<file path="config.mk">
export PLATFORM = sky130hd
export DESIGN_NAME = imem_responder
export DESIGN_NICKNAME = d
export VERILOG_FILES = /design/src/rtl/imem_responder.sv
export SDC_FILE = /design/constraint.sdc
export NUM_CORES = 2
export LEC_CHECK = 0
export CAP_MARGIN = 15
export CELL_PAD_IN_SITES_DETAIL_PLACEMENT = 0
export CELL_PAD_IN_SITES_GLOBAL_PLACEMENT = 1
export CORE_ASPECT_RATIO = 1.2
export CORE_MARGIN = 4
export CORE_UTILIZATION = 56
export CTS_BUF_LIST = sky130_fd_sc_hd__clkbuf_4 sky130_fd_sc_hd__clkbuf_8 sky130_fd_sc_hd__clkbuf_16
export CTS_CLUSTER_DIAMETER = 120
export CTS_CLUSTER_SIZE = 20
export DETAILED_ROUTE_END_ITERATION = 10
export DONT_BUFFER_PORTS = 1
export GPL_TIMING_DRIVEN = 0
export HOLD_SLACK_MARGIN = 0.02
export MAX_ROUTING_LAYER = met4
export PLACE_DENSITY_LB_ADDON = 0.08
export SETUP_SLACK_MARGIN = 0.1
export SLEW_MARGIN = 0
export SYNTH_ARGS = -nofsm -noshare
export SYNTH_HDL_FRONTEND = slang
export SYNTH_SLANG_ARGS = --single-unit
</file>
<file path="constraint.sdc">
create_clock -name clk -period 5 [get_ports clk]
set_clock_uncertainty 0.1 [all_clocks]
set_input_delay 1.5 -clock clk [delete_from_list [all_inputs] [get_ports clk]]
set_output_delay 1.5 -clock clk [all_outputs]
set_load 0.01 [all_outputs]
</file>
<file path="src/rtl/imem_responder.sv">
// Instruction-memory responder for the fetch path: a word array with a backdoor preload
// port, a valid/ready fetch handshake and a programmable response latency.

module imem_responder #(
   parameter int DEPTH_WORDS = 64,
   parameter int LATENCY     = 1,
   parameter int LD_AW       = 6
) (
   input  logic             clk,
   input  logic             reset,
   input  logic             req_valid,
   output logic             req_ready,
   input  logic [31:0]      PC_In,
   output logic             rsp_valid,
   input  logic             rsp_ready,
   output logic             rsp_err,
   output logic [31:0]      InstMem_Out,
   output logic [5:0]       addr,
   output logic [4:0]       rs,
   output logic [4:0]       rt,
   output logic [4:0]       rd,
   output logic [4:0]       shamt,
   output logic [5:0]       funct,
   output logic [15:0]      imm,
   output logic [25:0]      JTA,
   input  logic             ld_en,
   input  logic [LD_AW-1:0] ld_addr,
   input  logic [31:0]      ld_data,
   output logic             ld_drop
);

   typedef enum logic [1:0] {
      ST_IDLE = 2'd0,
      ST_WAIT = 2'd1,
      ST_RESP = 2'd2
   } state_t;

   logic [31:0] mem_r [DEPTH_WORDS];

   state_t      state_r;
   logic [2:0]  cnt_r;
   logic [31:0] pc_r;
   logic        ready_r;
   logic        rsp_valid_r;
   logic        rsp_err_r;
   logic [31:0] inst_r;
   logic        ld_drop_r;

   logic        ld_ok_s;
   logic        err_s;
   logic [31:0] rd_word_s;

   // Misaligned or beyond the array: never aliased onto a real word.
   function automatic logic fetch_err(input logic [31:0] pc);
      return (pc[1:0] != 2'b00) || ({2'b00, pc[31:2]} >= 32'(DEPTH_WORDS));
   endfunction

   // Preload qualification and the word read for the latched fetch address.
   always_comb begin
      ld_ok_s   = 1'b0;
      err_s     = 1'b0;
      rd_word_s = 32'h0000_0000;
      ld_ok_s   = ld_en && !reset && (state_r == ST_IDLE) && !req_valid &&
                  (32'(ld_addr) < 32'(DEPTH_WORDS));
      err_s     = fetch_err(pc_r);
      if (err_s) begin
         rd_word_s = 32'h0000_0000;
      end else begin
         rd_word_s = mem_r[pc_r[LD_AW+1:2]];
      end
   end

   // Backdoor preload; the array survives reset.
   always_ff @(posedge clk) begin
      if (ld_ok_s) begin
         mem_r[ld_addr] <= ld_data;
      end
   end

   // Fetch FSM. Every fetch passes through WAIT so the word is captured exactly
   // LATENCY edges after acceptance, including the single-cycle case.
   always_ff @(posedge clk) begin
      if (reset) begin
         state_r     <= ST_IDLE;
         cnt_r       <= 3'd0;
         pc_r        <= 32'h0000_0000;
         ready_r     <= 1'b1;
         rsp_valid_r <= 1'b0;
         rsp_err_r   <= 1'b0;
         inst_r      <= 32'h0000_0000;
         ld_drop_r   <= 1'b0;
      end else begin
         ld_drop_r <= ld_en && !ld_ok_s;
         case (state_r)
            ST_IDLE: begin
               if (req_valid) begin
                  pc_r    <= PC_In;
                  cnt_r   <= 3'(LATENCY - 1);
                  ready_r <= 1'b0;
                  state_r <= ST_WAIT;
               end
            end
            ST_WAIT: begin
               if (cnt_r == 3'd0) begin
                  inst_r      <= rd_word_s;
                  rsp_err_r   <= err_s;
                  rsp_valid_r <= 1'b1;
                  state_r     <= ST_RESP;
               end else begin
                  cnt_r <= cnt_r - 3'd1;
               end
            end
            ST_RESP: begin
               if (rsp_ready) begin
                  rsp_valid_r <= 1'b0;
                  ready_r     <= 1'b1;
                  state_r     <= ST_IDLE;
               end
            end
            default: begin
               state_r     <= ST_IDLE;
               ready_r     <= 1'b1;
               rsp_valid_r <= 1'b0;
            end
         endcase
      end
   end

   // Ready is masked while reset is held so nothing is offered during reset.
   assign req_ready   = ready_r && !reset;
   assign rsp_valid   = rsp_valid_r;
   assign rsp_err     = rsp_err_r;
   assign ld_drop     = ld_drop_r;
   assign InstMem_Out = inst_r;
   assign addr        = inst_r[31:26];
   assign rs          = inst_r[25:21];
   assign rt          = inst_r[20:16];
   assign rd          = inst_r[15:11];
   assign shamt       = inst_r[10:6];
   assign funct       = inst_r[5:0];
   assign imm         = inst_r[15:0];
   assign JTA         = inst_r[25:0];

endmodule
</file>
# --- Word level (Yosys, flattened, before mapping) ---
# Memories as Yosys holds them, arrays and structs flattened. A register that Yosys moved wholly into a read port is not among the register bits.
# Index checks and enable logic that the tools add are counted.
word_totals:
  ff_bits: 73
  ram_bits: 2048
  inputBits: 75
  n_memories: 1
op_classes:
  n_addsub: 1
  n_lt_le_gt_ge: 1
  eq_ne: 6
  muxes: 18
  bitwise: 2
  n_reduce_logical: 19
mem_list:
  columns: ["name", "depth", "width", "read_ports", "rd_clocked_by_memory_dff", "wr", "line", "source"]
  rows:
  - ["mem_r", 64, 32, 1, 1, 1, "38", "logic [31:0] mem_r [DEPTH_WORDS];"]
ops:
  columns: ["cell", "count"]
  rows:
  - ["32-bit 2-to-1 mux", 1]
  - ["30-bit by 7-bit >= comparator with 1-bit output (second input constant)", 1]
  - ["6-bit 2-to-1 mux", 2]
  - ["3-bit AND reduction", 4]
  - ["2-bit inequality test (second input constant)", 4]
  - ["1-bit 2-to-1 mux", 6]
  - ["2-bit 2-to-1 mux", 3]
  - ["3-bit 2-to-1 mux", 2]
  - ["1-bit one-hot mux with 3 select lines", 2]
  - ["2-bit one-hot mux with 3 select lines", 1]
  - ["3-bit one-hot mux with 2 select lines", 1]
  - ["1-bit logical AND", 5]
  - ["2-bit AND reduction", 2]
  - ["2-bit nonzero test", 2]
  - ["1-bit logical NOT", 3]
  - ["3-bit logical NOT", 1]
  - ["3-bit by 1-bit subtractor with 3-bit output (second input constant)", 1]
  - ["2-bit by 1-bit == test with 1-bit output (second input constant)", 1]
  - ["2-bit == test (second input constant)", 1]
  - ["2-bit logical NOT", 1]
  - ["1-bit NOT", 2]
  - ["1-bit logical OR", 1]

# --- Longest topological paths before layout ---
depth:
  ltp_word: 6
  mapped_depth: 10

# --- Least setup slack after synthesis ---
# Ideal clock, no wire load.
synth_timing:
  kind: "input to register"
  startpoint: "in req_valid"
  endpoint: "mem mem_r[54][0], enable pin"
  arrival_time_ns: 3.886
  slack_ns: 0.592
  cell_stages: 4
  path_cell_list: "nor3_1 > nor4bb_1 > nand3_1 > nor2_1"
synth_via:
  elab_chain_cells: 4
synth_rtl:
  columns: ["element", "line", "source"]
  rows:
  - ["start: declaration", "11", "input logic req_valid,"]
  - ["1-bit logical NOT", "63", "ld_ok_s = ld_en && !reset && (state_r == ST_IDLE) && !req_valid &&"]
  - ["1-bit logical AND", "63", null]
  - ["1-bit 2-to-1 mux", "75", "if (ld_ok_s) begin"]
  - ["1-bit 2-to-1 mux (not written as such)", "76", "mem_r[ld_addr] <= ld_data;"]
  - ["end: declaration", "38", null]
# No other way between the ends.

# --- Worst setup path in the final report ---
layout_timing:
  startpoint: "in req_valid"
  endpoint: "mem mem_r[50][10], enable pin"
# Same word-level chain as after synthesis.

==> results.sh <==
export IMPL_path_clk_slew_ns=0.08
export IMPL_port_buffers=0
export IMPL_p_comb_share_pct=5.2
export IMPL_synthToLayoutAreaGrowth_pct=10.0
export IMPL_antenna_found_initial=15
export IMPL_clk_latency_ns=0.77
export IMPL_avgSynthCellArea_um2=22.4
export IMPL_place_gp_congestion=0.895
export IMPL_rsz0062_at_grt="no"
export IMPL_grt_use_total_pct=29.8
export IMPL_worst_pin_slew_ns=1.32
export IMPL_swShare_pct=20.5
export IMPL_synth_area_leaders="edfxtp_1, mux4_2, dfxtp_1"
export IMPL_worstSetupStartpointType="primary input"
export IMPL_pin_count=185
export IMPL_p_clk_share_pct=32.9
export IMPL_initial_core_util_pct=56.5
export IMPL_cts_hold_buffers=0
export IMPL_grt_pass1_vias=39263
export IMPL_synth_top_cell_by_area="edfxtp_1"
export IMPL_fmax_ghz=0.202
export IMPL_internal_power_w=0.0251
export IMPL_ys_seq_elements=2127
export IMPL_cts_tree="built"
export IMPL_num_vias=39035
export IMPL_cts_sinks=2127
export IMPL_slew_headroom_pct=12.2
export IMPL_grt_pass1_wl_um=303000
export IMPL_die_area_mm2=0.151
export IMPL_finalSetupViolCount=0
export IMPL_synth_edf_count=2048
export IMPL_critical_path_top_delay_family="simple AND/OR/NAND/NOR gates"
export IMPL_die_w_um=355
export IMPL_syn_nets=3698
export IMPL_slowest_stage="nor2_4"
export IMPL_seq_area_frac_synth_pct=77.9
export IMPL_hpwl_um=144000
export IMPL_synth_warnings=0
export IMPL_hold_violations=0
export IMPL_synth_top_area_share_pct=75.9
export IMPL_p_seq_share_pct=61.9
export IMPL_critPathKind="primary input to flop"
export IMPL_final_antenna_net_count=0
export IMPL_routedWlPerCell_um=37.0
export IMPL_root_buffer="clkbuf_16"
export IMPL_clk_path_buf_depth=3
export IMPL_min_delay_start="pc_r[8]"
export IMPL_arrival_ns=5.32
export IMPL_rows=152
export IMPL_p_sw_w=0.00647
export IMPL_vias_per_cell=6.67
export IMPL_ys_flop_type="edfxtp_1"
export IMPL_drt_total_wl_um=217000
export IMPL_power_density_mw_per_mm2=355
export IMPL_die_h_um=425
export IMPL_worstPathMaxFanout=19
export IMPL_finalNetCount=3896
export IMPL_startpoint="req_valid"
export IMPL_required_ns=5.36
export IMPL_fin_crit_sh_pct=99.1
export IMPL_status="finished clean"
export IMPL_leakagePower_nw=26.7
export IMPL_nFillCells=9750
export IMPL_grt_max_degree=65
export IMPL_drt_iter0_markers=5461
export IMPL_cpPeakStageDelay_ns=0.97
export IMPL_synth_distinct_cells=53
export IMPL_cp_num_buf_inv=1
export IMPL_remaining_drc_errors=0
export IMPL_hold_path_class="flop to flop"
export IMPL_overflow=0
export IMPL_vdd_drop_max_uv=339
export IMPL_drive_gt1_share_pct=26.8
export IMPL_path_cells="nor3_1 > nor4bb_1 > nand2_1 > nor2_4 > buf_16"
export IMPL_numCtsBuffers=116
export IMPL_syn_inst=3621
export IMPL_drv_slew=0
export IMPL_htree_num_levels=3
export IMPL_cp_end_kind="flop"
export IMPL_post_route_min_period_ns=4.95
export IMPL_detailedRoute_firstPassIterationCount=6
export IMPL_core_area_mm2=0.143
export IMPL_cap_violations=0
export IMPL_timing_rr_start="state_r[1]"
export IMPL_cts_resized=0
export IMPL_final_hold_worst_slack_ns=0.365
export IMPL_power_w=0.0316
export IMPL_synth_area_mm2=0.0810
export IMPL_async_flop_share_pct=0
==> layer usage <==
layer | global-route usage, % | up-vias | routed length, um
li1 | - | 15579 | -
met1 | 38.6 | 21135 | 80400
met2 | 48.7 | 1958 | 110000
met3 | 5.08 | 363 | 18100
met4 | 10.5 | 0 | 8400
met5 | - | - | 0
==> final timing paths <==
check | to | cells after the start | slack (ns)
setup / recovery | mem_r[50][10] | 5 | 0.05
hold / removal | pc_r[8] | 2 | 0.37
setup reg to reg | mem_r[50][10] | 5 | 0.34
hold reg to reg | pc_r[8] | 2 | 0.37
==> repair_timing <==
item / CTS / global route
buffers inserted: 0 / 9
endpoints found under the setup margin: 0 / 89
hold endpoints to repair: 0 / 0
==> cell usage in the layout, fill, tap and decap left out, types with 37 or more instances in the layout <==
master,Yosys,layout
a22oi_1,85,85
mux4_2,519,519
edfxtp_1,2048,2048
buf_12,0,63
clkbuf_4,0,85
nand2_1,127,127
a21oi_1,37,37
dfxtp_1,79,79
buf_2,58,59
clkbuf_1,93,93
o21ai_0,45,45
buf_4,84,92
clkbuf_16,0,119
a221oi_1,44,44
mux2i_1,116,116
nor2_4,0,64
==> final cells by class <==
cell class | instances | area, um^2 | area share [%]
diodes | 17 | 42.5 | 0.0477
plain buffers | 269 | 1540 | 1.73
clock buffers | 203 | 3610 | 4.05
clock inverters | 5 | 66.3 | 0.0744
inverters | 6 | 22.5 | 0.0253
multi-input cells | 1219 | 16900 | 18.9
flip-flops and latches | 2127 | 63100 | 70.8
well taps | 1925 | 2410 | 2.70
repair buffers | 80 | 1490 | 1.67
==> tightest hold or removal path, stage by stage (launching register included) <==
cell	delay (ns)
dfxtp_1	0.32
nand2_1	0.05
a21oi_1	0.05
==> state kept, by name, indices dropped and copies added, names as in the netlist, named ones only <==
signal / flops
pc_r: 32
cnt_r: 3
ld_drop: 1
rsp_valid: 1
ready_r: 1
state_r: 2
rsp_err: 1
mem_r: 2048
InstMem_Out: 32
==> stage by stage <==
stage                     setup TNS, ns  setup slack [ns]  cells  area (um^2)  utilization [%]
after global placement         -3935.99             -2.43   5546        83400             58.2
after global routing                  0             0.105   5845        89100             62.1
after detailed placement        -371.67            -0.648   5616        85300             59.5
after CTS                             0             0.142   5824        89000             62.0
after floorplan                       0             0.592   3621        81000                -
final                                 0            0.0455   5851        89100             62.1
==> synthesized netlist by cell type (15+ instances only) <==
cell type and instances:
buf_4 84, nand3_1 31, o21ai_0 45, nand2_1 127, a41o_1 21, nor2_1 84
clkbuf_1 93, buf_2 58, a221oi_1 44, edfxtp_1 2048, mux4_2 519, buf_1 15
dfxtp_1 79, buf_6 19, mux2i_1 116, a21oi_1 37, a22oi_1 85
==> power by group through the flow <==
stage | Combinational (W) | Sequential, W | Clock, W
after detailed placement | 0.00164 | 0.0200 | 0
after CTS | 0.00165 | 0.0196 | 0.0105
final | 0.00163 | 0.0196 | 0.0104
after global placement | 0.00159 | 0.0200 | 0
after global routing | 0.00170 | 0.0196 | 0.0113
after floorplan | 0.00104 | 0.0200 | 0
==> cell families (layout without fill, tap and decap cells) <==
group / Yosys count / count (layout) / synth area share, %
flip-flops: 2127 / 2127 / 77.9
multiplexers: 636 / 636 / 15.9
AND/OR/NAND/NOR: 301 / 301 / 1.72
AO/OA/AOI/OAI: 279 / 279 / 2.53
buffers and inverters: 275 / 563 / 1.93
adder cells (fa/ha/maj): 2 / 2 / 0.0309
XOR/XNOR: 1 / 1 / 0.0108
other: 0 / 17 / 0
Note: power is estimated with default switching activity, not from simulation.
